## config.mk

```make
export PLATFORM = sky130hd
export DESIGN_NAME = seq_det_controller_flat
export DESIGN_NICKNAME = d
export VERILOG_FILES = /design/src/rtl/seq_det_controller_if.sv /design/src/rtl/seq_det_controller.sv /design/src/flat_wrapper.sv
export SDC_FILE = /design/constraint.sdc
export NUM_CORES = 1
export LEC_CHECK = 0
export BUFFER_PORTS_ARGS = -buffer_cell sky130_fd_sc_hd__buf_2
export CORE_MARGIN = 2
export CORE_UTILIZATION = 50
export DETAILED_ROUTE_END_ITERATION = 6
export PLACE_DENSITY = 0.74
export SKIP_LAST_GASP = 1
export SLEW_MARGIN = 5
export SYNTH_ARGS = -nofsm -noshare
export SYNTH_HDL_FRONTEND = slang
export SYNTH_SLANG_ARGS = --single-unit
```

## constraint.sdc

```tcl
create_clock -name clk -period 6.5 [get_ports clk]
set_input_delay 1.3 -clock clk [delete_from_list [all_inputs] [get_ports clk]]
set_output_delay 1.3 -clock clk [all_outputs]
set_load 0.1 [all_outputs]
```

## src/rtl/seq_det_controller_if.sv

```systemverilog
// Config/status and serial-input bundle for seq_det_controller.
// The master drives configuration and the stream. The slave (the controller) returns status.
interface seq_det_controller_if #(
  parameter int unsigned PAT_W = 4,
  parameter int unsigned CNT_W = 8
);
  logic             cfg_we;
  logic [PAT_W-1:0] cfg_pattern;
  logic [2:0]       cfg_len;
  logic             cfg_overlap;
  logic [CNT_W-1:0] cfg_thresh;
  logic             start;
  logic             stop;
  logic             in;
  logic             in_valid;
  logic             det;
  logic [CNT_W-1:0] count;
  logic             thresh_hit;
  logic             timeout;
  logic             busy;

  modport master (
    output cfg_we, cfg_pattern, cfg_len, cfg_overlap, cfg_thresh, start, stop, in, in_valid,
    input  det, count, thresh_hit, timeout, busy
  );

  modport slave (
    input  cfg_we, cfg_pattern, cfg_len, cfg_overlap, cfg_thresh, start, stop, in, in_valid,
    output det, count, thresh_hit, timeout, busy
  );
endinterface

```

## src/rtl/seq_det_controller.sv

```systemverilog
// Run-controlled serial pattern detector with a match counter and a threshold stop.
// Optional macro SEQ_DET_CTRL_TIMEOUT_EN adds an idle-bit timeout that ends the hunt.
module seq_det_controller #(
  parameter int unsigned PAT_W = 4,
  parameter int unsigned CNT_W = 8
`ifdef SEQ_DET_CTRL_TIMEOUT_EN
  ,
  parameter int unsigned TMO_W = 6
`endif
) (
  input  logic                clk,
  input  logic                rst,
  seq_det_controller_if.slave bus
);

  localparam logic [2:0] PatWL = 3'(PAT_W);

  typedef enum logic [1:0] {StIdle, StHunt, StDone} state_e;

  state_e           state_q;
  logic [PAT_W-1:0] pat_q;
  logic [2:0]       len_q;
  logic             ovl_q;
  logic [CNT_W-1:0] thr_q;
  // The oldest history bit is never compared, so only PAT_W-1 bits are kept.
  logic [PAT_W-2:0] hist_q;
  logic [2:0]       fill_q;
  logic [CNT_W-1:0] count_q;
  logic             thresh_hit_q;

  logic [2:0]       len_eff;
  logic [PAT_W-1:0] window;
  logic [PAT_W-1:0] mask;
  logic [PAT_W-2:0] hist_shift;
  logic [2:0]       fill_inc;
  logic [CNT_W-1:0] count_inc;
  logic             busy;
  logic             det;

`ifdef SEQ_DET_CTRL_TIMEOUT_EN
  logic [TMO_W-1:0] tmo_q;
  logic [TMO_W-1:0] tmo_inc;
  logic             timeout_q;

  assign tmo_inc = tmo_q + TMO_W'(1);
`endif

  always_comb begin
    len_eff = bus.cfg_len;
    if (bus.cfg_len == 3'd0) begin
      len_eff = 3'd1;
    end else if (bus.cfg_len > PatWL) begin
      len_eff = PatWL;
    end
  end

  always_comb begin
    window = {hist_q, bus.in};
    for (int i = 0; i < PAT_W; i++) begin
      mask[i] = (3'(i) < len_q);
    end
    busy       = (state_q == StHunt);
    det        = busy & bus.in_valid & (fill_q >= (len_q - 3'd1)) &
                 (((window ^ pat_q) & mask) == '0);
    hist_shift = window[PAT_W-2:0];
    fill_inc   = (fill_q == PatWL) ? fill_q : fill_q + 3'd1;
    count_inc  = (count_q == '1) ? count_q : count_q + CNT_W'(1);
  end

  always_ff @(posedge clk or negedge rst) begin
    if (!rst) begin
      state_q      <= StIdle;
      pat_q        <= '0;
      len_q        <= 3'd1;
      ovl_q        <= 1'b0;
      thr_q        <= '0;
      hist_q       <= '0;
      fill_q       <= '0;
      count_q      <= '0;
      thresh_hit_q <= 1'b0;
`ifdef SEQ_DET_CTRL_TIMEOUT_EN
      tmo_q        <= '0;
      timeout_q    <= 1'b0;
`endif
    end else begin
      if (bus.cfg_we && (state_q != StHunt)) begin
        pat_q <= bus.cfg_pattern;
        len_q <= len_eff;
        ovl_q <= bus.cfg_overlap;
        thr_q <= bus.cfg_thresh;
      end
      if (bus.stop) begin
        state_q      <= StIdle;
        thresh_hit_q <= 1'b0;
`ifdef SEQ_DET_CTRL_TIMEOUT_EN
        timeout_q    <= 1'b0;
`endif
      end else if (state_q != StHunt) begin
        if (bus.start) begin
          state_q      <= StHunt;
          count_q      <= '0;
          hist_q       <= '0;
          fill_q       <= '0;
          thresh_hit_q <= 1'b0;
`ifdef SEQ_DET_CTRL_TIMEOUT_EN
          tmo_q        <= '0;
          timeout_q    <= 1'b0;
`endif
        end
      end else if (bus.in_valid) begin
        if (det) begin
          count_q <= count_inc;
          if (ovl_q) begin
            hist_q <= hist_shift;
            fill_q <= fill_inc;
          end else begin
            hist_q <= '0;
            fill_q <= '0;
          end
`ifdef SEQ_DET_CTRL_TIMEOUT_EN
          tmo_q <= '0;
`endif
          if ((thr_q != '0) && (count_inc == thr_q)) begin
            state_q      <= StDone;
            thresh_hit_q <= 1'b1;
          end
        end else begin
          hist_q <= hist_shift;
          fill_q <= fill_inc;
`ifdef SEQ_DET_CTRL_TIMEOUT_EN
          tmo_q <= tmo_inc;
          if (tmo_inc == '1) begin
            state_q      <= StDone;
            timeout_q    <= 1'b1;
            thresh_hit_q <= 1'b0;
          end
`endif
        end
      end
    end
  end

  assign bus.det        = det;
  assign bus.count      = count_q;
  assign bus.thresh_hit = thresh_hit_q;
  assign bus.busy       = busy;
`ifdef SEQ_DET_CTRL_TIMEOUT_EN
  assign bus.timeout    = timeout_q;
`else
  assign bus.timeout    = 1'b0;
`endif

endmodule

```

## src/flat_wrapper.sv

```systemverilog
// flat-port wrapper written by rule: the top's interface ports become plain ports
module seq_det_controller_flat 
#(
  parameter int unsigned PAT_W = 4,
  parameter int unsigned CNT_W = 8

)
  (clk, rst, bus_cfg_we, bus_cfg_pattern, bus_cfg_len, bus_cfg_overlap, bus_cfg_thresh, bus_start, bus_stop, bus_in, bus_in_valid, bus_det, bus_count, bus_thresh_hit, bus_timeout, bus_busy);
  seq_det_controller_if #(.PAT_W(PAT_W), .CNT_W(CNT_W)) bus_i ();
  input  logic clk;
  input  logic rst;
  input wire logic [$bits(bus_i.cfg_we)-1:0] bus_cfg_we;
  input wire logic [$bits(bus_i.cfg_pattern)-1:0] bus_cfg_pattern;
  input wire logic [$bits(bus_i.cfg_len)-1:0] bus_cfg_len;
  input wire logic [$bits(bus_i.cfg_overlap)-1:0] bus_cfg_overlap;
  input wire logic [$bits(bus_i.cfg_thresh)-1:0] bus_cfg_thresh;
  input wire logic [$bits(bus_i.start)-1:0] bus_start;
  input wire logic [$bits(bus_i.stop)-1:0] bus_stop;
  input wire logic [$bits(bus_i.in)-1:0] bus_in;
  input wire logic [$bits(bus_i.in_valid)-1:0] bus_in_valid;
  output wire logic [$bits(bus_i.det)-1:0] bus_det;
  output wire logic [$bits(bus_i.count)-1:0] bus_count;
  output wire logic [$bits(bus_i.thresh_hit)-1:0] bus_thresh_hit;
  output wire logic [$bits(bus_i.timeout)-1:0] bus_timeout;
  output wire logic [$bits(bus_i.busy)-1:0] bus_busy;
  assign bus_i.cfg_we = bus_cfg_we;
  assign bus_i.cfg_pattern = bus_cfg_pattern;
  assign bus_i.cfg_len = bus_cfg_len;
  assign bus_i.cfg_overlap = bus_cfg_overlap;
  assign bus_i.cfg_thresh = bus_cfg_thresh;
  assign bus_i.start = bus_start;
  assign bus_i.stop = bus_stop;
  assign bus_i.in = bus_in;
  assign bus_i.in_valid = bus_in_valid;
  assign bus_det = bus_i.det;
  assign bus_count = bus_i.count;
  assign bus_thresh_hit = bus_i.thresh_hit;
  assign bus_timeout = bus_i.timeout;
  assign bus_busy = bus_i.busy;
  seq_det_controller #(.PAT_W(PAT_W), .CNT_W(CNT_W)) u_core (.clk(clk), .rst(rst), .bus(bus_i));
endmodule
```

==> flow_summary.toml <==
[outcome]
status = "finished clean"

[detailed_routing]
routed.top_layer = "met4"
vias_per_cell = 5.96
wl_mm = 4.18
routedWlPerCell_um = 14.6
wl_met3_um = 274
drc = 0
drt-initial-drc-count = 123
dr.pass1.iters = 4
dr_wl_met2_mm = 1.85
vias = 1705
detail-route-antenna-nets = 0
drt-met1-wl_mm = 2.01

[sta]
period_needed_ns = 4.17
slew_violations = 0
timing.final.hold_violations = 0
worst_pin_slew_ns = 1.00
finClkSkew_ns = 0.00779
fmax_mhz = 240
fin_crit_sh_pct = 64.2
grt_setup_unrepaired = "false"
maxSlewHeadroom_pct = 32.7
setup_violations = 0
setup_tns_ns = 0

[pwr]
internal_power_mw = 0.374
power.share.clock_pct = 28.9
switching_share_pct = 31.3
power_frac_comb_pct = 24.6
p_leak_nw = 1.01
finalPower_mw = 0.545
powerDensity_nw_per_um2 = 236
sequentialPowerShare_pct = 46.5
irDropWorstVdd_mv = 0.119
switchingPower_mw = 0.170

[place]
gp_congestion = 0.840
dp_hpwl_mm = 3.05
io_buffer_count = 33

[final_layout]
drive_above_1_share_pct = 29.7
finalNetCount = 266
fill_cells = 340
antenna_cells = 0
area_growth_syn_to_layout_pct = 13.7

[setup_path]
critPathKind = "in -> out"
crit_slowest_cell = "o211ai_1"
required_ns = 5.20
critical_path.startpoint = "bus_in_valid"
crit_top_cell = "buf_2"
cp_slowest_stage_delay_ns = 0.45
path_buf_inv = 3
worst_setup_path_end_kind = "output pin"
worst-endpoint-arrival_ns = 2.87
start_kind = "input port"
worstSetupPathDepth = 6
cpLargestDelayFamily = "compound AO/OA/AOI/OAI gates"
rr_startpoint = "u_core.len_q[0]"
reg2reg_depth = 10
critical_path.max_fanout = 11
worstPathCellList = "buf_2, nand3b_1, a221oi_1, o211ai_1, inv_1, buf_2"

[floorplan]
start_util_pct = 51.5
fp.dieW_um = 67.8
coreArea_um2 = 3940
fp.dieH_um = 67.8
die_area_um2 = 4590
rows = 23
io_pins = 35

[global_route]
antenna_found_initial = 0
grt_use_total_pct = 20.1
grt_max_degree = 33
grt_pass1_wl_mm = 6.93
first_global_vias = 1494
grt.overflow.total = 0

[synth]
synth-seq-cells = 32
synth_xor_area_share_pct = 4.74
synth_nets = 235
synth-compound-area-share_pct = 21.5
synth_edf_count = 0
yosysSeqAreaShare_pct = 39.5
synth.top_cell.area_share_pct = 38.2
synth_ff_type = "dfrtp_1"
synth_area_leader_cell = "dfrtp_1"
yosys_warnings = 0
synthArstFlopShare_pct = 100
synth.area.top_cells = "dfrtp_1 38%, mux2_2 8.9%, a21oi_1 5.2%"
syn_avg_cell_area_um2 = 9.96
syn_area_um2 = 2030
synth_cell_type_count = 57
synth-simple-area-share_pct = 16.7
synthMuxAreaShare_pct = 8.87
yosys.area_share.adder_pct = 4.93
syn-instance-count = 204
synth_top_family_by_area = "compound AO/OA/AOI/OAI gates"

[cts]
ctsHoldBuffers = 0
cts_buffer_depth = 2
htree_levels = 2
cts.clk_slew.worst_paths_ns = 0.06
clock_latency_ns = 0.28
numCtsBuffers = 5
cts_tree = "built"
clock-sinks = 32
cts_root_buf = "clkbuf_8"
post_cts_resize_count = 0
postCtsSetupRepairBufs = 0

[hold_path]
holdPathStages = 2
hold_class = "reg -> reg"
hp-start = "u_core.len_q[0]"

[flow_run]
maxCapViolCount = 0
[layer usage]
layer  vias to the layer above  GRT usage, %
li1                        824             -
met1                       822          29.7
met2                        55          29.3
met3                         4          3.50
met4                         0          6.89
met5                         -             0
[synthesized netlist by cell type, types with 2 or more instances]
cell,count
clkbuf_1,4
a31oi_1,3
xor2_1,5
o22ai_1,2
inv_1,8
nor2b_1,5
o31ai_1,3
xnor2_1,6
ha_1,8
mux2_2,16
or3_1,3
nand2_1,10
a22o_1,5
nand2b_1,3
nor3_1,5
a21o_1,4
and2_1,2
dfrtp_1,31
nand3_1,6
buf_2,4
nor2_1,6
a21oi_1,21
o21ai_0,8
or4_1,3
[worst min-delay path, delay by kind of cell (launching register included)]
kind / cells / cell delay, ns
compound gates: 1 / 0.06
flops: 1 / 0.39
simple gates: 1 / 0.05
[final cells by class]
cell class,count,area (um^2),area share (%)
clock inverters,1,7.51,0.325
inverters,8,30.0,1.30
flip-flops and latches,32,802,34.7
clock buffers,7,86.3,3.74
multi-input cells,155,1160,50.1
well taps,50,62.6,2.71
repair buffers,33,165,7.15
[cell usage in the layout, fill, tap and decap left out, types with 8 or more instances in the layout]
cell type / Yosys / routed
buf_2: 4 / 33
dfrtp_1: 31 / 31
a21oi_1: 21 / 21
mux2_2: 16 / 16
nand2_1: 10 / 10
inv_1: 8 / 8
o21ai_0: 8 / 8
ha_1: 8 / 8
[power by group through the flow]
stage	combinational [mW]	clock (mW)	sequential [mW]
2_1_floorplan	0.102	0	0.254
3_3_place_gp	0.132	0	0.256
3_5_place_dp	0.135	0	0.257
4_1_cts	0.136	0.161	0.253
5_1_grt	0.152	0.170	0.257
6_report	0.134	0.158	0.253
[per-stage QoR]
step	instances	instance area (um^2)	hold slack, ns	util [%]	setup WS (ns)
2_1_floorplan	204	2030	0.475	-	2.64
3_3_place_gp	278	2220	0.492	56.2	2.38
3_5_place_dp	278	2220	0.496	56.2	2.35
4_1_cts	286	2310	0.504	58.6	2.34
5_1_grt	286	2310	0.548	58.6	2.20
6_report	286	2310	0.500	58.6	2.33
[registers in the layout, summed over array words and instances, names as in the netlist]
| register | cells |
|---|---|
| u_core.bus.thresh_hit | 1 |
| u_core.hist_q | 3 |
| u_core.ovl_q | 1 |
| u_core.state_q | 1 |
| u_core.fill_q | 3 |
| u_core.thr_q | 8 |
| u_core.len_q | 3 |
| u_core.bus.count | 8 |
| u_core.pat_q | 4 |
[kinds of logic after synthesis]
logic type,count (synthesis)
AO/OA/AOI/OAI,63
XOR/XNOR,11
adder cells (fa/ha/maj),8
buffers and inverters,17
flip-flops,32
multiplexers,16
other,1
AND/OR/NAND/NOR,56
[worst paths after layout]
path,slack (ns),endpoint
min in group asynchronous,1.06,u_core.bus.count[1]
worst max-delay path,2.33,bus_det
worst max register to register,3.71,u_core.bus.count[0]
max in group asynchronous,4.98,u_core.len_q[2]
worst min register to register,0.50,u_core.len_q[0]
worst min-delay path,0.50,u_core.len_q[0]
Note: power is estimated with default switching activity, not from simulation.
